--- config.mk ---
export PLATFORM = sky130hd
export DESIGN_NAME = instr_encoder_flat
export DESIGN_NICKNAME = d
export VERILOG_FILES = /design/src/rtl/riscv_pkg.sv /design/src/rtl/instr_encoder_if.sv /design/src/rtl/instr_pack.sv /design/src/rtl/instr_encoder.sv /design/src/flat_wrapper.sv
export SDC_FILE = /design/constraint.sdc
export NUM_CORES = 1
export LEC_CHECK = 0
export BUFFER_PORTS_ARGS = -buffer_cell sky130_fd_sc_hd__buf_2
export CAP_MARGIN = 15
export CORE_UTILIZATION = 53
export DETAILED_ROUTE_END_ITERATION = 10
export PLACE_DENSITY_LB_ADDON = 0.3
export SYNTH_ARGS = -nofsm -noshare
export SYNTH_HDL_FRONTEND = slang
export SYNTH_SLANG_ARGS = --single-unit
--- constraint.sdc ---
create_clock -name clk_i -period 3.7 [get_ports clk_i]
set_input_delay 0.185 -clock clk_i [delete_from_list [all_inputs] [get_ports clk_i]]
set_output_delay 0.185 -clock clk_i [all_outputs]
set_load 0.05 [all_outputs]
--- src/rtl/riscv_pkg.sv ---
// ----------------------------------------------------------------------------
// riscv_pkg
// Shared definitions for the instruction encoder block:
//   - datapath widths used by the encoder interface
//   - fmt_e      : field-bundle format codes presented on fmt_i
//   - OPC_*      : RV32I major opcodes emitted in instr_o[6:0]
//   - state_e    : load-sequencer FSM encoding (IDLE / RUN / DONE)
//   - satInc8()  : saturating 8-bit increment used by the error counter
// ----------------------------------------------------------------------------
package riscv_pkg;

    localparam int XLEN     = 32;
    localparam int COUNT_W  = 16;
    localparam int ERRCNT_W = 8;

    // Format codes as delivered by the field decoder; code 7 is reserved
    // and always rejected.
    typedef enum logic [2:0] {
        FMT_R       = 3'd0,
        FMT_LOAD    = 3'd1,
        FMT_STORE   = 3'd2,
        FMT_OPIMM   = 3'd3,
        FMT_BRANCH  = 3'd4,
        FMT_JAL     = 3'd5,
        FMT_JALR    = 3'd6,
        FMT_ILLEGAL = 3'd7
    } fmt_e;

    localparam logic [6:0] OPC_R      = 7'b0110011;
    localparam logic [6:0] OPC_LOAD   = 7'b0000011;
    localparam logic [6:0] OPC_STORE  = 7'b0100011;
    localparam logic [6:0] OPC_OPIMM  = 7'b0010011;
    localparam logic [6:0] OPC_BRANCH = 7'b1100011;
    localparam logic [6:0] OPC_JAL    = 7'b1101111;
    localparam logic [6:0] OPC_JALR   = 7'b1100111;

    // Load sequencer states.
    typedef enum logic [1:0] {
        ST_IDLE = 2'd0,
        ST_RUN  = 2'd1,
        ST_DONE = 2'd2
    } state_e;

    // The error counter sticks at its maximum instead of wrapping, so a
    // long run of bad bundles never reads back as "few errors".
    function automatic logic [ERRCNT_W-1:0] satInc8(input logic [ERRCNT_W-1:0] value);
        logic [ERRCNT_W-1:0] result;
        if (value == {ERRCNT_W{1'b1}}) begin
            result = value;
        end else begin
            result = value + 1'b1;
        end
        return result;
    endfunction

endpackage

--- src/rtl/instr_encoder_if.sv ---
// ----------------------------------------------------------------------------
// instr_encoder_if
// Bundles every non-clock/reset signal of the instruction encoder.
//   Load control : start_i, base_i, count_i
//   Field input  : valid_i / ready_o handshake carrying fmt_i, rd_i, rs1_i,
//                  rs2_i, funct3_i, funct7_i, imm_i
//   Word output  : instr_valid_o / instr_ready_i handshake carrying
//                  instr_o and addr_o
//   Status       : done_o (pulse), err_o (sticky), err_cnt_o (saturating)
// Modports:
//   master : the side that drives the load (decoder / testbench)
//   slave  : the encoder itself
// ----------------------------------------------------------------------------
interface instr_encoder_if;

    import riscv_pkg::*;

    logic                start_i;
    logic [XLEN-1:0]     base_i;
    logic [COUNT_W-1:0]  count_i;

    logic                valid_i;
    logic                ready_o;
    logic [2:0]          fmt_i;
    logic [4:0]          rd_i;
    logic [4:0]          rs1_i;
    logic [4:0]          rs2_i;
    logic [2:0]          funct3_i;
    logic [6:0]          funct7_i;
    logic [XLEN-1:0]     imm_i;

    logic [XLEN-1:0]     instr_o;
    logic [XLEN-1:0]     addr_o;
    logic                instr_valid_o;
    logic                instr_ready_i;

    logic                done_o;
    logic                err_o;
    logic [ERRCNT_W-1:0] err_cnt_o;

    modport master (
        output start_i, base_i, count_i,
        output valid_i, fmt_i, rd_i, rs1_i, rs2_i, funct3_i, funct7_i, imm_i,
        output instr_ready_i,
        input  ready_o, instr_o, addr_o, instr_valid_o,
        input  done_o, err_o, err_cnt_o
    );

    modport slave (
        input  start_i, base_i, count_i,
        input  valid_i, fmt_i, rd_i, rs1_i, rs2_i, funct3_i, funct7_i, imm_i,
        input  instr_ready_i,
        output ready_o, instr_o, addr_o, instr_valid_o,
        output done_o, err_o, err_cnt_o
    );

endinterface

--- src/rtl/instr_pack.sv ---
// ----------------------------------------------------------------------------
// instr_pack
// Purely combinational field packer. Turns one decoder-style field bundle
// into a 32-bit RV32I instruction word and flags whether the bundle can be
// encoded at all.
// Ports:
//   fmt_i      : format code (riscv_pkg::fmt_e values)
//   rd_i, rs1_i, rs2_i, funct3_i, funct7_i : raw register/function fields
//   imm_i      : immediate; branch and JAL values are in halfword units
//   instr_o    : packed instruction word (zero when not legal)
//   legal_o    : 1 when the format is known and the immediate fits
// ----------------------------------------------------------------------------
module instr_pack
    import riscv_pkg::*;
(
    input  logic [2:0]      fmt_i,
    input  logic [4:0]      rd_i,
    input  logic [4:0]      rs1_i,
    input  logic [4:0]      rs2_i,
    input  logic [2:0]      funct3_i,
    input  logic [6:0]      funct7_i,
    input  logic [XLEN-1:0] imm_i,
    output logic [XLEN-1:0] instr_o,
    output logic            legal_o
);

    logic imm12Fits;
    logic imm20Fits;

    // An immediate is encodable only if every bit above its field width is
    // a copy of the field's sign bit. JAL carries a 20-bit field, every
    // other immediate format carries 12 bits.
    assign imm12Fits = (imm_i[31:11] == {21{imm_i[11]}});
    assign imm20Fits = (imm_i[31:19] == {13{imm_i[19]}});

    // Field placement per format. Fields a format does not use are left at
    // zero rather than passed through, so the emitted words are canonical.
    // Branch and JAL immediates arrive already divided by two, which is why
    // their bit positions are shifted by one compared with the textbook
    // byte-offset tables.
    always_comb begin
        instr_o = '0;
        legal_o = 1'b0;
        case (fmt_e'(fmt_i))
            FMT_R: begin
                instr_o = {funct7_i, rs2_i, rs1_i, funct3_i, rd_i, OPC_R};
                legal_o = 1'b1;
            end
            FMT_LOAD: begin
                instr_o = {imm_i[11:0], rs1_i, funct3_i, rd_i, OPC_LOAD};
                legal_o = imm12Fits;
            end
            FMT_OPIMM: begin
                instr_o = {imm_i[11:0], rs1_i, funct3_i, rd_i, OPC_OPIMM};
                legal_o = imm12Fits;
            end
            FMT_JALR: begin
                instr_o = {imm_i[11:0], rs1_i, funct3_i, rd_i, OPC_JALR};
                legal_o = imm12Fits;
            end
            FMT_STORE: begin
                instr_o = {imm_i[11:5], rs2_i, rs1_i, funct3_i, imm_i[4:0], OPC_STORE};
                legal_o = imm12Fits;
            end
            FMT_BRANCH: begin
                instr_o = {imm_i[11], imm_i[9:4], rs2_i, rs1_i, funct3_i,
                           imm_i[3:0], imm_i[10], OPC_BRANCH};
                legal_o = imm12Fits;
            end
            FMT_JAL: begin
                instr_o = {imm_i[19], imm_i[9:0], imm_i[10], imm_i[18:11], rd_i, OPC_JAL};
                legal_o = imm20Fits;
            end
            default: begin
                instr_o = '0;
                legal_o = 1'b0;
            end
        endcase
    end

endmodule

--- src/rtl/instr_encoder.sv ---
// ----------------------------------------------------------------------------
// instr_encoder
// Sequences a program load: after start_i it accepts count_i legal field
// bundles, encodes each through instr_pack, and hands the words with their
// byte addresses to the instruction-memory writer through a one-entry
// output register. Illegal bundles are swallowed and counted.
// Ports:
//   clk_i : rising-edge clock
//   rst_i : asynchronous, active-high reset
//   bus   : instr_encoder_if.slave (load control, field input handshake,
//           word output handshake, status)
// ----------------------------------------------------------------------------
module instr_encoder
    import riscv_pkg::*;
(
    input logic            clk_i,
    input logic            rst_i,
    instr_encoder_if.slave bus
);

    state_e              state_q, state_d;
    logic [XLEN-1:0]     addr_q, addr_d;
    logic [XLEN-1:0]     instr_q, instr_d;
    logic                instrValid_q, instrValid_d;
    logic [COUNT_W-1:0]  remain_q, remain_d;
    logic [COUNT_W-1:0]  toAccept_q, toAccept_d;
    logic                err_q, err_d;
    logic [ERRCNT_W-1:0] errCnt_q, errCnt_d;

    logic [XLEN-1:0]     packedInstr;
    logic                packLegal;
    logic                readyInt;
    logic                acceptFire;
    logic                downFire;

    instr_pack u_pack (
        .fmt_i    (bus.fmt_i),
        .rd_i     (bus.rd_i),
        .rs1_i    (bus.rs1_i),
        .rs2_i    (bus.rs2_i),
        .funct3_i (bus.funct3_i),
        .funct7_i (bus.funct7_i),
        .imm_i    (bus.imm_i),
        .instr_o  (packedInstr),
        .legal_o  (packLegal)
    );

    // Handshake qualifiers. We can take a new bundle whenever the output
    // register is empty or is being drained this very cycle, which gives
    // one word per cycle when downstream keeps instr_ready_i high. The
    // toAccept counter stops us taking more legal words than were asked
    // for; it only moves on legal words, so rejected bundles never eat
    // into the program length.
    always_comb begin
        readyInt   = (state_q == ST_RUN)
                     && (!instrValid_q || bus.instr_ready_i)
                     && (toAccept_q != '0);
        acceptFire = readyInt && bus.valid_i;
        downFire   = instrValid_q && bus.instr_ready_i;
    end

    // Next-state logic for the sequencer and all datapath registers.
    // The address counter always holds the address of the word sitting in
    // (or about to enter) the output register, so it only advances when a
    // word leaves downstream. In RUN a drain and a fresh accept in the same
    // cycle both take effect: the drain clears valid first and the accept
    // then reloads it. The last drain (remain == 1) moves us to DONE, which
    // lasts exactly one cycle and drives the done pulse.
    always_comb begin
        state_d      = state_q;
        addr_d       = addr_q;
        instr_d      = instr_q;
        instrValid_d = instrValid_q;
        remain_d     = remain_q;
        toAccept_d   = toAccept_q;
        err_d        = err_q;
        errCnt_d     = errCnt_q;

        unique case (state_q)
            ST_IDLE: begin
                if (bus.start_i) begin
                    addr_d     = bus.base_i & 32'hFFFF_FFFC;
                    remain_d   = bus.count_i;
                    toAccept_d = bus.count_i;
                    err_d      = 1'b0;
                    errCnt_d   = '0;
                    if (bus.count_i == '0) begin
                        state_d = ST_DONE;
                    end else begin
                        state_d = ST_RUN;
                    end
                end
            end

            ST_RUN: begin
                if (downFire) begin
                    addr_d       = addr_q + 32'd4;
                    remain_d     = remain_q - 1'b1;
                    instrValid_d = 1'b0;
                    if (remain_q == {{(COUNT_W-1){1'b0}}, 1'b1}) begin
                        state_d = ST_DONE;
                    end
                end
                if (acceptFire) begin
                    if (packLegal) begin
                        instr_d      = packedInstr;
                        instrValid_d = 1'b1;
                        toAccept_d   = toAccept_q - 1'b1;
                    end else begin
                        err_d    = 1'b1;
                        errCnt_d = satInc8(errCnt_q);
                    end
                end
            end

            ST_DONE: begin
                state_d = ST_IDLE;
            end

            default: begin
                state_d = ST_IDLE;
            end
        endcase
    end

    // State and datapath registers. Reset is asynchronous so a load that is
    // aborted mid-flight drops its pending word at once and nothing is
    // emitted after the reset edge.
    always_ff @(posedge clk_i or posedge rst_i) begin
        if (rst_i) begin
            state_q      <= ST_IDLE;
            addr_q       <= '0;
            instr_q      <= '0;
            instrValid_q <= 1'b0;
            remain_q     <= '0;
            toAccept_q   <= '0;
            err_q        <= 1'b0;
            errCnt_q     <= '0;
        end else begin
            state_q      <= state_d;
            addr_q       <= addr_d;
            instr_q      <= instr_d;
            instrValid_q <= instrValid_d;
            remain_q     <= remain_d;
            toAccept_q   <= toAccept_d;
            err_q        <= err_d;
            errCnt_q     <= errCnt_d;
        end
    end

    // Outputs come straight from registers or from the state, so they all
    // read zero as soon as reset asserts.
    assign bus.ready_o       = readyInt;
    assign bus.instr_o       = instr_q;
    assign bus.addr_o        = addr_q;
    assign bus.instr_valid_o = instrValid_q;
    assign bus.done_o        = (state_q == ST_DONE);
    assign bus.err_o         = err_q;
    assign bus.err_cnt_o     = errCnt_q;

endmodule
--- src/flat_wrapper.sv ---
// flat-port wrapper written by rule: the top's interface ports become plain ports
module instr_encoder_flat import riscv_pkg::*;
  (clk_i, rst_i, bus_start_i, bus_base_i, bus_count_i, bus_valid_i, bus_fmt_i, bus_rd_i, bus_rs1_i, bus_rs2_i, bus_funct3_i, bus_funct7_i, bus_imm_i, bus_instr_ready_i, bus_ready_o, bus_instr_o, bus_addr_o, bus_instr_valid_o, bus_done_o, bus_err_o, bus_err_cnt_o);
  instr_encoder_if bus_i ();
  input logic clk_i;
  input logic rst_i;
  input wire logic [$bits(bus_i.start_i)-1:0] bus_start_i;
  input wire logic [$bits(bus_i.base_i)-1:0] bus_base_i;
  input wire logic [$bits(bus_i.count_i)-1:0] bus_count_i;
  input wire logic [$bits(bus_i.valid_i)-1:0] bus_valid_i;
  input wire logic [$bits(bus_i.fmt_i)-1:0] bus_fmt_i;
  input wire logic [$bits(bus_i.rd_i)-1:0] bus_rd_i;
  input wire logic [$bits(bus_i.rs1_i)-1:0] bus_rs1_i;
  input wire logic [$bits(bus_i.rs2_i)-1:0] bus_rs2_i;
  input wire logic [$bits(bus_i.funct3_i)-1:0] bus_funct3_i;
  input wire logic [$bits(bus_i.funct7_i)-1:0] bus_funct7_i;
  input wire logic [$bits(bus_i.imm_i)-1:0] bus_imm_i;
  input wire logic [$bits(bus_i.instr_ready_i)-1:0] bus_instr_ready_i;
  output wire logic [$bits(bus_i.ready_o)-1:0] bus_ready_o;
  output wire logic [$bits(bus_i.instr_o)-1:0] bus_instr_o;
  output wire logic [$bits(bus_i.addr_o)-1:0] bus_addr_o;
  output wire logic [$bits(bus_i.instr_valid_o)-1:0] bus_instr_valid_o;
  output wire logic [$bits(bus_i.done_o)-1:0] bus_done_o;
  output wire logic [$bits(bus_i.err_o)-1:0] bus_err_o;
  output wire logic [$bits(bus_i.err_cnt_o)-1:0] bus_err_cnt_o;
  assign bus_i.start_i = bus_start_i;
  assign bus_i.base_i = bus_base_i;
  assign bus_i.count_i = bus_count_i;
  assign bus_i.valid_i = bus_valid_i;
  assign bus_i.fmt_i = bus_fmt_i;
  assign bus_i.rd_i = bus_rd_i;
  assign bus_i.rs1_i = bus_rs1_i;
  assign bus_i.rs2_i = bus_rs2_i;
  assign bus_i.funct3_i = bus_funct3_i;
  assign bus_i.funct7_i = bus_funct7_i;
  assign bus_i.imm_i = bus_imm_i;
  assign bus_i.instr_ready_i = bus_instr_ready_i;
  assign bus_ready_o = bus_i.ready_o;
  assign bus_instr_o = bus_i.instr_o;
  assign bus_addr_o = bus_i.addr_o;
  assign bus_instr_valid_o = bus_i.instr_valid_o;
  assign bus_done_o = bus_i.done_o;
  assign bus_err_o = bus_i.err_o;
  assign bus_err_cnt_o = bus_i.err_cnt_o;
  instr_encoder u_core (.clk_i(clk_i), .rst_i(rst_i), .bus(bus_i));
endmodule
==> impl_metrics.yaml, run 1 <==
timing:
  finalMaxSlewViolations: 0
  clock_skew_ns: 0.0102
  worst_slack_ns: 0.904
  fin_tns_setup_ns: 0
  max_freq_ghz: 0.358
  finalSetupViolations: 0
  maxSlewHeadroom_pct: 37.4
  rsz0062_at_grt: "false"
  min_period_over_period_pct: 75.6
  layout_min_cycle_time_ns: 2.80
  worst_pin_slew_ns: 0.938
  hold_violations: 0
floorplan:
  die_h_um: 114
  initial_core_util_pct: 54.9
  core.rowCount: 40
  die_x_um: 114
  io_pins: 189
  die_area_sq_um: 13000
  core_sq_um: 12100
worst_hold_path:
  hp-start: "bus_base_i[2]"
  hold_end: "u_core.bus.addr_o[2]"
  min_path_cells: 3
  hold_path.class: "in2reg"
clocking:
  clkTransAtPathRegs_ns: 0.07
  cts_tree: "yes"
  postCtsHoldBufs: 1
  cts_buffers: 9
  cts_max_path_buffers: 2
  clock_latency_ns: 0.36
  cts_root_buf: "clkbuf_16"
  cts_resized: 0
  cts_sinks: 105
  htreeDepth: 3
  cts_setup_buffers: 0
logic_synthesis:
  synth.most_common_cell: "dfrtp_1"
  synth_area_sq_um: 6650
  netlist_top_cells_area: "dfrtp_1 (40%), o21ai_0 (5.5%), nand2_1 (5.3%), a21oi_1 (5.2%), mux2_1 (3.7%)"
  ys_async_sr_fraction_pct: 100
  syn_avg_cell_area_sq_um: 8.31
  synth_common_cells: "dfrtp_1 (105), nand2_1 (94), o21ai_0 (73)"
  seq_area_frac_synth_pct: 39.5
  netlist_instances: 800
  ys_warn_count: 0
  synth_cell_types: 64
  ys_ff_latch: 105
  synth_top_area_share_pct: 39.5
  ys.flop_type: "dfrtp_1"
  synth_top_cell_by_area: "dfrtp_1"
  synth_edf_count: 0
worst_setup_path:
  required_ns: 3.94
  rr_startpoint: "u_core.toAccept_q[12]"
  crit_fanout: 30
  rrSetupSlack_ns: 0.90
  r2r_cells: 6
  r2r-end: "u_core.bus.instr_o[13]"
  cp-end-kind: "flip-flop"
  cp.arrival_ns: 3.03
  startpoint_type: "flip-flop"
  path_class: "reg2reg"
global_routing:
  grt_pass1_vias: 6159
  grt_overflow_total: 0
  grt_pass1_wl_um: 30000
  grt_max_degree: 84
  antenna_found_initial: 0
  grt_use_total_pct: 29.0
route:
  wl_um: 18400
  drtPass1Iterations: 5
  vias_per_cell: 6.14
  post_drt_wl_per_cell_um: 16.5
  vias: 6881
  drc: 0
  drt_first_iter_violations: 588
  antenna_left: 0
cells_and_area:
  final_cells: 1121
  syn_to_final_growth_pct: 19.5
  final_nets: 1067
  layout-drive-gt1-share_pct: 23.5
  post-route-util_pct: 65.5
  diodes: 0
run:
  maxCapViolations: 0
placement:
  hpwl_um: 12900
  place_ws_ns: 0.908
  placed_cells: 1104
  gp_congestion: 0.894
  port_buffers: 184
power:
  irDropWorstVdd_v: 0.000429
  power_leakage_nw: 3.47
  powerDensity_nw_per_um2: 602
outcome:
  outcome: "finished, final reports clean"
## flip-flops by register name, summed over array words and instances (netlist names)
name	count
u_core.remain_q	16
u_core.bus.addr_o	30
u_core.bus.err_o	1
u_core.toAccept_q	16
u_core.bus.instr_o	31
u_core.bus.err_cnt_o	8
u_core.state_q	2
u_core.bus.instr_valid_o	1
## metrics by stage
stage | hold WS (ns) | cell area, sq um | power (mW)
3_5_place_dp | 0.390 | 7630 | 3.81
3_3_place_gp | 0.387 | 7630 | 3.77
2_1_floorplan | 0.308 | 6650 | 3.28
6_report | 0.0429 | 7940 | 4.78
4_1_cts | 0.0346 | 7940 | 4.79
5_1_grt | 0.0515 | 7940 | 5.06
## worst max path at each step
stage                               start                      to  slack (ns)  cells after the start
CTS                 u_core.toAccept_q[12]  u_core.bus.instr_o[14]        0.99                      6
finish              u_core.toAccept_q[12]  u_core.bus.instr_o[13]        0.90                      6
floorplan                           rst_i   u_core.bus.addr_o[10]        0.75                      1
global placement            bus_imm_i[23]  u_core.bus.instr_o[28]        0.94                      8
global route        u_core.toAccept_q[12]  u_core.bus.instr_o[14]        0.79                      6
detailed placement          bus_imm_i[23]  u_core.bus.instr_o[13]        0.91                      8
## layout by cell type, fill, tap and decap left out, types with 6 or more instances in the layout
master,count
nand2b_1,11
a2bb2oi_1,6
buf_4,11
nand4_1,10
nor2b_1,11
o21ai_0,73
clkbuf_16,9
mux2_1,22
a211oi_1,10
inv_1,15
ha_1,6
and4_1,7
dfrtp_1,105
nor2_1,44
nor3_1,27
nand3_1,32
o211ai_1,17
nor4_1,17
a21oi_1,69
o22ai_1,20
mux2i_1,7
or3_1,17
buf_2,184
and3_1,22
a22oi_1,18
nand2_1,94
a311oi_1,6
## power breakdown
| group | leakage [nW] | internal [mW] | switching [mW] |
|---|---|---|---|
| combinational | 2.06 | 0.611 | 1.43 |
| sequential | 1.27 | 1.47 | 0.301 |
| clock | 0.140 | 0.530 | 0.439 |
## layout make-up
type	instances	area (sq um)
fillers	1078	4170
multi-input cells	620	3730
flip-flops and latches	105	2630
repair buffers	196	1010
clock buffers	11	233
well taps	168	210
clock inverters	5	63.8
inverters	16	62.6
## critical path: stages (launching register included)
cell and delay, ns:
dfrtp_1 0.43, nor4_1 0.53, and4_1 0.39, o21a_1 0.59, nor3_4 0.06, buf_4 0.30, mux2_1 0.37
## routing by layer
layer	GRT usage, %	vias up	routed length, um	share of wire [%]
met5	0	-	0	0
met2	44.2	313	8580	46
met3	7.17	37	1360	7.4
li1	-	3296	-	-
met4	9.87	0	388	2.1
met1	40.2	3235	8120	44
## cells by family (layout without fill, tap and decap cells)
group / Yosys count / in the layout / synth area share (%)
fa+ha+maj: 6 / 6 / 1.13
compound gates: 264 / 264 / 25.1
xor+xnor: 1 / 1 / 0.132
mux: 29 / 29 / 4.78
buf+inv: 76 / 228 / 4.76
other cells: 1 / 2 / 0.0564
simple gates: 318 / 318 / 24.5
flops: 105 / 105 / 39.5
Note: power is estimated with default switching activity, not from simulation.
==> run 2: changes to the inputs <==
--- a/config.mk
+++ b/config.mk
@@ -5,9 +5,10 @@
 export SDC_FILE = /design/constraint.sdc
 export NUM_CORES = 1
 export LEC_CHECK = 0
+export ABC_AREA = 1
 export BUFFER_PORTS_ARGS = -buffer_cell sky130_fd_sc_hd__buf_2
 export CAP_MARGIN = 15
-export CORE_UTILIZATION = 53
+export CORE_UTILIZATION = 54
 export DETAILED_ROUTE_END_ITERATION = 10
 export PLACE_DENSITY_LB_ADDON = 0.3
 export SYNTH_ARGS = -nofsm -noshare
==> constraint.sdc (replaced) <==
create_clock -name clk_i -period 2.8 [get_ports clk_i]
set_input_delay 0.14 -clock clk_i [delete_from_list [all_inputs] [get_ports clk_i]]
set_output_delay 0.14 -clock clk_i [all_outputs]
set_load 0.05 [all_outputs]
==> run 2 against run 1 <==
Effect of this change: first-iteration DRC count is 0.85% higher; final area up 4.0%; flip-flop and latch count did not move; clock power grew 35%; sequential share of layout area is 1.3 points lower; core utilization up 0.12 points; cell count is 21% higher; via count increased by 5.6%; critical path depth up 6; combinational power rose to 2.8 times the previous value; largest cell class unchanged; highest routed layer unchanged.
==> impl_metrics.yaml, run 2 <==
global_routing:
  grt_pass1_vias: 6429
  grt_pass1_wl_um: 30000
  grt_overflow_total: 0
  grt_use_total_pct: 28.8
  grt_max_degree: 106
  antenna_found_initial: 0
logic_synthesis:
  synth.most_common_cell: "nand2_1"
  netlist_instances: 1009
  synth_common_cells: "nand2_1 (287), nor2_1 (136), dfrtp_1 (105), inv_1 (105), o21ai_0 (74)"
  ys_async_sr_fraction_pct: 100
  ys_ff_latch: 105
  netlist_top_cells_area: "dfrtp_1 (38%), nand2_1 (16%), nor2_1 (7.4%), inv_1 (5.7%), o21ai_0 (5.3%)"
  synth_top_area_share_pct: 37.9
  synth_area_sq_um: 6930
  synth_cell_types: 46
  seq_area_frac_synth_pct: 37.9
  synth_top_cell_by_area: "dfrtp_1"
  syn_avg_cell_area_sq_um: 6.86
  ys.flop_type: "dfrtp_1"
  ys_warn_count: 0
  synth_edf_count: 0
floorplan:
  die_area_sq_um: 13300
  core_sq_um: 12600
  initial_core_util_pct: 55.1
  io_pins: 189
  die_h_um: 115
  core.rowCount: 41
  die_x_um: 115
timing:
  hold_violations: 0
  min_period_over_period_pct: 77.2
  max_freq_ghz: 0.462
  layout_min_cycle_time_ns: 2.16
  finalMaxSlewViolations: 0
  finalSetupViolations: 0
  clock_skew_ns: 0.00715
  maxSlewHeadroom_pct: 58.5
  rsz0062_at_grt: "false"
  worst_pin_slew_ns: 0.616
  fin_tns_setup_ns: 0
worst_setup_path:
  required_ns: 3.04
  path_class: "reg2reg"
  critPathMaxStageDelay_ns: 0.40
  critical-path-slowest-cell: "dfrtp_1"
  crit_chain: "inv_1 > ha_1 > nand2_1 > nor2_1 > nand2_1 > nand3_1 > nand2_2 > o21ai_2 > inv_1 > nand2_2 > nand2_1 > nand2_1"
  rr_startpoint: "u_core.toAccept_q[0]"
  r2r_cells: 12
  cp-end-kind: "flip-flop"
  crit_top_cell: "nand2_1"
  crit_buf_inv: 2
  startpoint_type: "flip-flop"
  rrSetupSlack_ns: 0.64
  setup.worst_path.start: "u_core.toAccept_q[0]"
  cp.arrival_ns: 2.40
  r2r-end: "u_core.bus.err_cnt_o[0]"
  path_delay_family: "simple AND/OR/NAND/NOR gates"
  endpoint: "u_core.bus.err_cnt_o[0]"
  path_depth: 12
  crit_fanout: 18
placement:
  gp_congestion: 0.864
  hpwl_um: 13600
  placed_area_sq_um: 7930
  port_buffers: 184
cells_and_area:
  multi_input_area_sq_um: 3700
  layout.cells.most_common: "nand2_1"
  diodes: 0
  final_nets: 1296
  syn_to_final_growth_pct: 19.2
  regArea_sq_um: 2630
  layout-drive-gt1-share_pct: 21.2
  final_area_sq_um: 8250
  post-route-util_pct: 65.7
  final_cell_mix: "nand2_1 (286), buf_2 (184), nor2_1 (136), dfrtp_1 (105), inv_1 (104)"
  fillers: 1153
  largest_reg_flops: 31
clocking:
  cts_sinks: 105
  postCtsHoldBufs: 1
  cts_setup_buffers: 0
  htreeDepth: 3
  cts_tree: "yes"
  cts_resized: 0
  cts_buffers: 9
  clock_latency_ns: 0.35
  cts_max_path_buffers: 2
  clkTransAtPathRegs_ns: 0.07
  cts_root_buf: "clkbuf_16"
route:
  drc: 0
  vias: 7266
  vias_per_cell: 5.37
  antenna_left: 0
  drtPass1Iterations: 6
  post_drt_wl_per_cell_um: 13.7
  drt_first_iter_violations: 593
  wl_um: 18500
worst_hold_path:
  hold_path.class: "in2reg"
  hp-start: "bus_base_i[3]"
power:
  powerDensity_nw_per_um2: 1190
  irDropWorstVdd_v: 0.000656
  power_leakage_nw: 4.35
outcome:
  outcome: "finished, final reports clean"
run:
  maxCapViolations: 0
[run 2: cell types whose count changed after synthesis, sizes merged, moves of 16 or more]
| cell | previous run | this run |
|---|---|---|
| inv | 16 | 110 |
| mux2 | 22 | 0 |
| o21ai | 73 | 97 |
| or3 | 17 | 0 |
| and3 | 22 | 1 |
| nand3 | 32 | 69 |
| nand2 | 94 | 296 |
| a22oi | 18 | 2 |
| a21oi | 69 | 41 |
| clkbuf | 49 | 16 |
| nor2 | 45 | 141 |
[run 2: worst min-delay path by stage]
| stage | to | slack (ns) | cells past startpoint |
|---|---|---|---|
| after floorplan | u_core.bus.addr_o[3] | 0.30 | 2 |
| after CTS | u_core.bus.addr_o[4] | 0.05 | 3 |
| final | u_core.bus.addr_o[3] | 0.06 | 3 |
| after global routing | u_core.bus.addr_o[3] | 0.07 | 3 |
| after global placement | u_core.toAccept_q[11] | 0.35 | 3 |
| after detailed placement | u_core.toAccept_q[11] | 0.36 | 3 |
[run 2: report_power, final]
| group | switching, mW | leakage (nW) | internal, mW |
|---|---|---|---|
| combinational | 4.13 | 2.89 | 1.54 |
| sequential | 0.626 | 1.31 | 2.20 |
| clock | 0.570 | 0.149 | 0.743 |
[run 2: stage by stage]
stage               instances  hold slack [ns]  power (mW)  setup slack [ns]
floorplan                1010            0.296        7.14             0.791
global placement         1337            0.352        8.35             0.707
detailed placement       1337            0.356        8.48             0.643
CTS                      1354           0.0481        9.83             0.625
global route             1354           0.0720        10.6             0.420
finish                   1354           0.0588        9.81             0.637
[run 2: per-layer routing]
layer,part of all wire (%),routed length [um],global-route usage (%),up-vias
li1,-,-,-,3622
met1,43,7940,36.8,3343
met2,48,8840,47.6,275
met3,7.4,1370,7.01,26
met4,1.9,348,10.1,0
met5,0,0,0,-
[run 2: cell families (layout without fill, tap and decap cells)]
kind of cell,after synthesis,after routing,synth area share (%)
DFF,105,105,37.9
and+or+nand+nor,549,549,33.4
xor gates and xnor gates,19,19,2.40
other,1,2,0.0541
AOI/OAI and AO/OA,184,184,16.2
adders and majority gates,6,6,1.08
buffers and inverters,145,317,8.85
[run 2: area by class of cell]
type	count	share of cell area (%)
inverter	110	5.05
timing repair buffer	191	12.0
clock inverter	4	0.622
multi-input combinational	760	44.8
clock buffer	12	3.11
tap	172	2.61
sequential	105	31.8
[run 2: worst reg2reg max path: stages, from the launching register on]
cell,delay [ns]
dfrtp_1,0.40
inv_1,0.10
ha_1,0.21
nand2_1,0.06
nor2_1,0.04
nand2_1,0.09
nand3_1,0.12
nand2_2,0.36
o21ai_2,0.13
inv_1,0.22
nand2_2,0.17
nand2_1,0.09
nand2_1,0.06
==> run 3: changes to the inputs <==
--- a/config.mk
+++ b/config.mk
@@ -8,7 +8,7 @@
 export ABC_AREA = 1
 export BUFFER_PORTS_ARGS = -buffer_cell sky130_fd_sc_hd__buf_2
 export CAP_MARGIN = 15
-export CORE_UTILIZATION = 54
+export CORE_UTILIZATION = 48
 export DETAILED_ROUTE_END_ITERATION = 10
 export PLACE_DENSITY_LB_ADDON = 0.3
 export SYNTH_ARGS = -nofsm -noshare
==> constraint.sdc (replaced) <==
create_clock -name clk_i -period 1.95 [get_ports clk_i]
set_input_delay 0.0975 -clock clk_i [delete_from_list [all_inputs] [get_ports clk_i]]
set_output_delay 0.0975 -clock clk_i [all_outputs]
set_load 0.05 [all_outputs]
==> run 3 against run 2 <==
Effect of this change: clock power rose by 49%; cell count increased by 1.7%; global-route usage is 2.6 points lower; highest routed layer unchanged; flip-flop and latch count stayed put; worst setup slack worse by 0.49 ns; final area up 2.7%; fmax up 20%; hold slack worse by 0.041 ns; non-clock buffer count rose by 15; wire length grew 6.0%.
==> impl_metrics.yaml, run 3 (synthesis results as in run 2) <==
power:
  powerDensity_nw_per_um2: 1720
  power_leakage_nw: 4.44
  irDropWorstVdd_v: 0.000874
  finalPower_mw: 14.6
  p_int_mw: 6.62
  switching_share_pct: 54.5
  pwr-share-clk_pct: 13.4
  sequentialPowerShare_pct: 28.0
  comb_power_share_pct: 58.6
  switching_power_mw: 7.93
clocking:
  cts_sinks: 105
  cts_tree: "yes"
  htreeDepth: 3
  cts_buffers: 9
  clock_latency_ns: 0.36
  cts_max_path_buffers: 2
  clkTransAtPathRegs_ns: 0.08
  cts_root_buf: "clkbuf_16"
worst_setup_path:
  startpoint_type: "flip-flop"
  cp-end-kind: "flip-flop"
  path_class: "reg2reg"
  crit_top_cell: "nand2_1"
  critical-path-slowest-cell: "dfrtp_1"
  critPathMaxStageDelay_ns: 0.40
  cp.arrival_ns: 2.05
  crit_fanout: 17
  required_ns: 2.20
  crit_chain: "inv_1 > ha_1 > nand2_1 > nor2_1 > nand2_1 > nand3_1 > nand2_2 > buf_4 > nand2_4 > nand2_1 > nand2_1"
floorplan:
  io_pins: 189
  die_h_um: 122
  die_x_um: 122
  core.rowCount: 43
  initial_core_util_pct: 49.5
  die_area_sq_um: 14900
  core_sq_um: 14000
placement:
  place_ws_ns: 0.0889
  gp_congestion: 0.881
  placed_cells: 1357
  hpwl_um: 13900
  port_buffers: 184
timing:
  maxSlewHeadroom_pct: 53.0
  finalSetupViolations: 0
  clock_skew_ns: 0.00834
  worst_hold_slack_ns: 0.0173
  hold_violations: 0
  worst_slack_ns: 0.147
  fin_tns_setup_ns: 0
  layout_min_cycle_time_ns: 1.80
  finalMaxSlewViolations: 0
  worst_pin_slew_ns: 0.698
  max_freq_ghz: 0.555
  min_period_over_period_pct: 92.5
route:
  antenna_left: 0
  post_drt_wl_per_cell_um: 14.2
  vias_per_cell: 5.31
  drc: 0
  vias: 7311
  wl_um: 19600
  drtPass1Iterations: 6
  drt_first_iter_violations: 696
global_routing:
  grt_pass1_wl_um: 31100
  antenna_found_initial: 0
  grt_use_total_pct: 26.2
  grt_max_degree: 106
  grt_pass1_vias: 6456
  grt_overflow_total: 0
cells_and_area:
  largest_reg_flops: 31
  final_cell_mix: "nand2_1 (286), buf_2 (184), nor2_1 (130), inv_1 (103), dfrtp_1 (101)"
  final_nets: 1311
  layout-drive-gt1-share_pct: 23.1
  diodes: 0
  layout.cells.most_common: "nand2_1"
  final_cells: 1377
  syn_to_final_growth_pct: 22.3
run:
  maxCapViolations: 0
outcome:
  outcome: "finished, final reports clean"
worst_hold_path:
  hold_path.class: "in2reg"
run 3: cell count changes in the layout (fill, tap and decap cells not counted), sizes merged:
cell	delta
dlygate4sd3	+1
clkbuf	-2
buf	+13
clkinv	-2
inv	+5
run 3: final timing paths:
path	endpoint	slack (ns)	cells past startpoint	startpoint
worst max-delay path	u_core.toAccept_q[5]	0.15	11	u_core.toAccept_q[0]
worst min-delay path	u_core.bus.addr_o[3]	0.02	3	bus_base_i[3]
worst max register to register	u_core.toAccept_q[5]	0.15	11	u_core.toAccept_q[0]
worst min register to register	u_core.bus.instr_o[18]	0.47	2	u_core.bus.instr_o[18]
max in group asynchronous	u_core.bus.addr_o[3]	1.04	4	rst_i
min in group asynchronous	u_core.toAccept_q[9]	0.46	4	rst_i
run 3: layout make-up:
class                      instances  area, sq um
clock buffer                       9          225
clock inverter                     7         83.8
fill                            1340         5520
inverter                         110          419
multi-input combinational        760         3720
sequential                       105         2630
tap                              180          225
timing repair buffer             206         1170
run 3: critical path, delay by kind of cell, from the launching register on:
| family | cells | cell delay, ns |
|---|---|---|
| adder cells (fa/ha/maj) | 1 | 0.20 |
| flip-flops | 1 | 0.40 |
| buffers and inverters | 2 | 0.33 |
| AND/OR/NAND/NOR | 8 | 0.74 |
run 3: through the flow:
step | instance area, sq um | util, %
detailed placement | 8080 | 57.7
finish | 8470 | 60.6
global route | 8470 | 60.6
CTS | 8410 | 60.1
global placement | 8080 | 57.7
floorplan | 6940 | -
run 3: metal layers:
metal	up-vias	GRT usage (%)	routed length, um
met5	-	0	0
li1	3639	-	-
met2	282	42.2	9330
met3	23	7.30	1510
met1	3367	34.9	8540
met4	0	5.79	222
run 3: power by group through the flow:
stage / Sequential, mW / Combinational (mW) / Clock (mW)
after detailed placement: 4.07 / 8.35 / 0
after floorplan: 5.98 / 4.28 / 0
after CTS: 4.05 / 8.36 / 2.00
final: 4.07 / 8.53 / 1.95
after global placement: 4.05 / 8.20 / 0
after global routing: 4.20 / 9.43 / 2.07
run 3: timing repair:
item | CTS | global route
setup endpoints to repair | 0 | 25
hold buffers | 2 | 0
endpoints found under the hold margin | 106 | 0
gates resized for setup | 0 | 12
setup buffers | 0 | 1
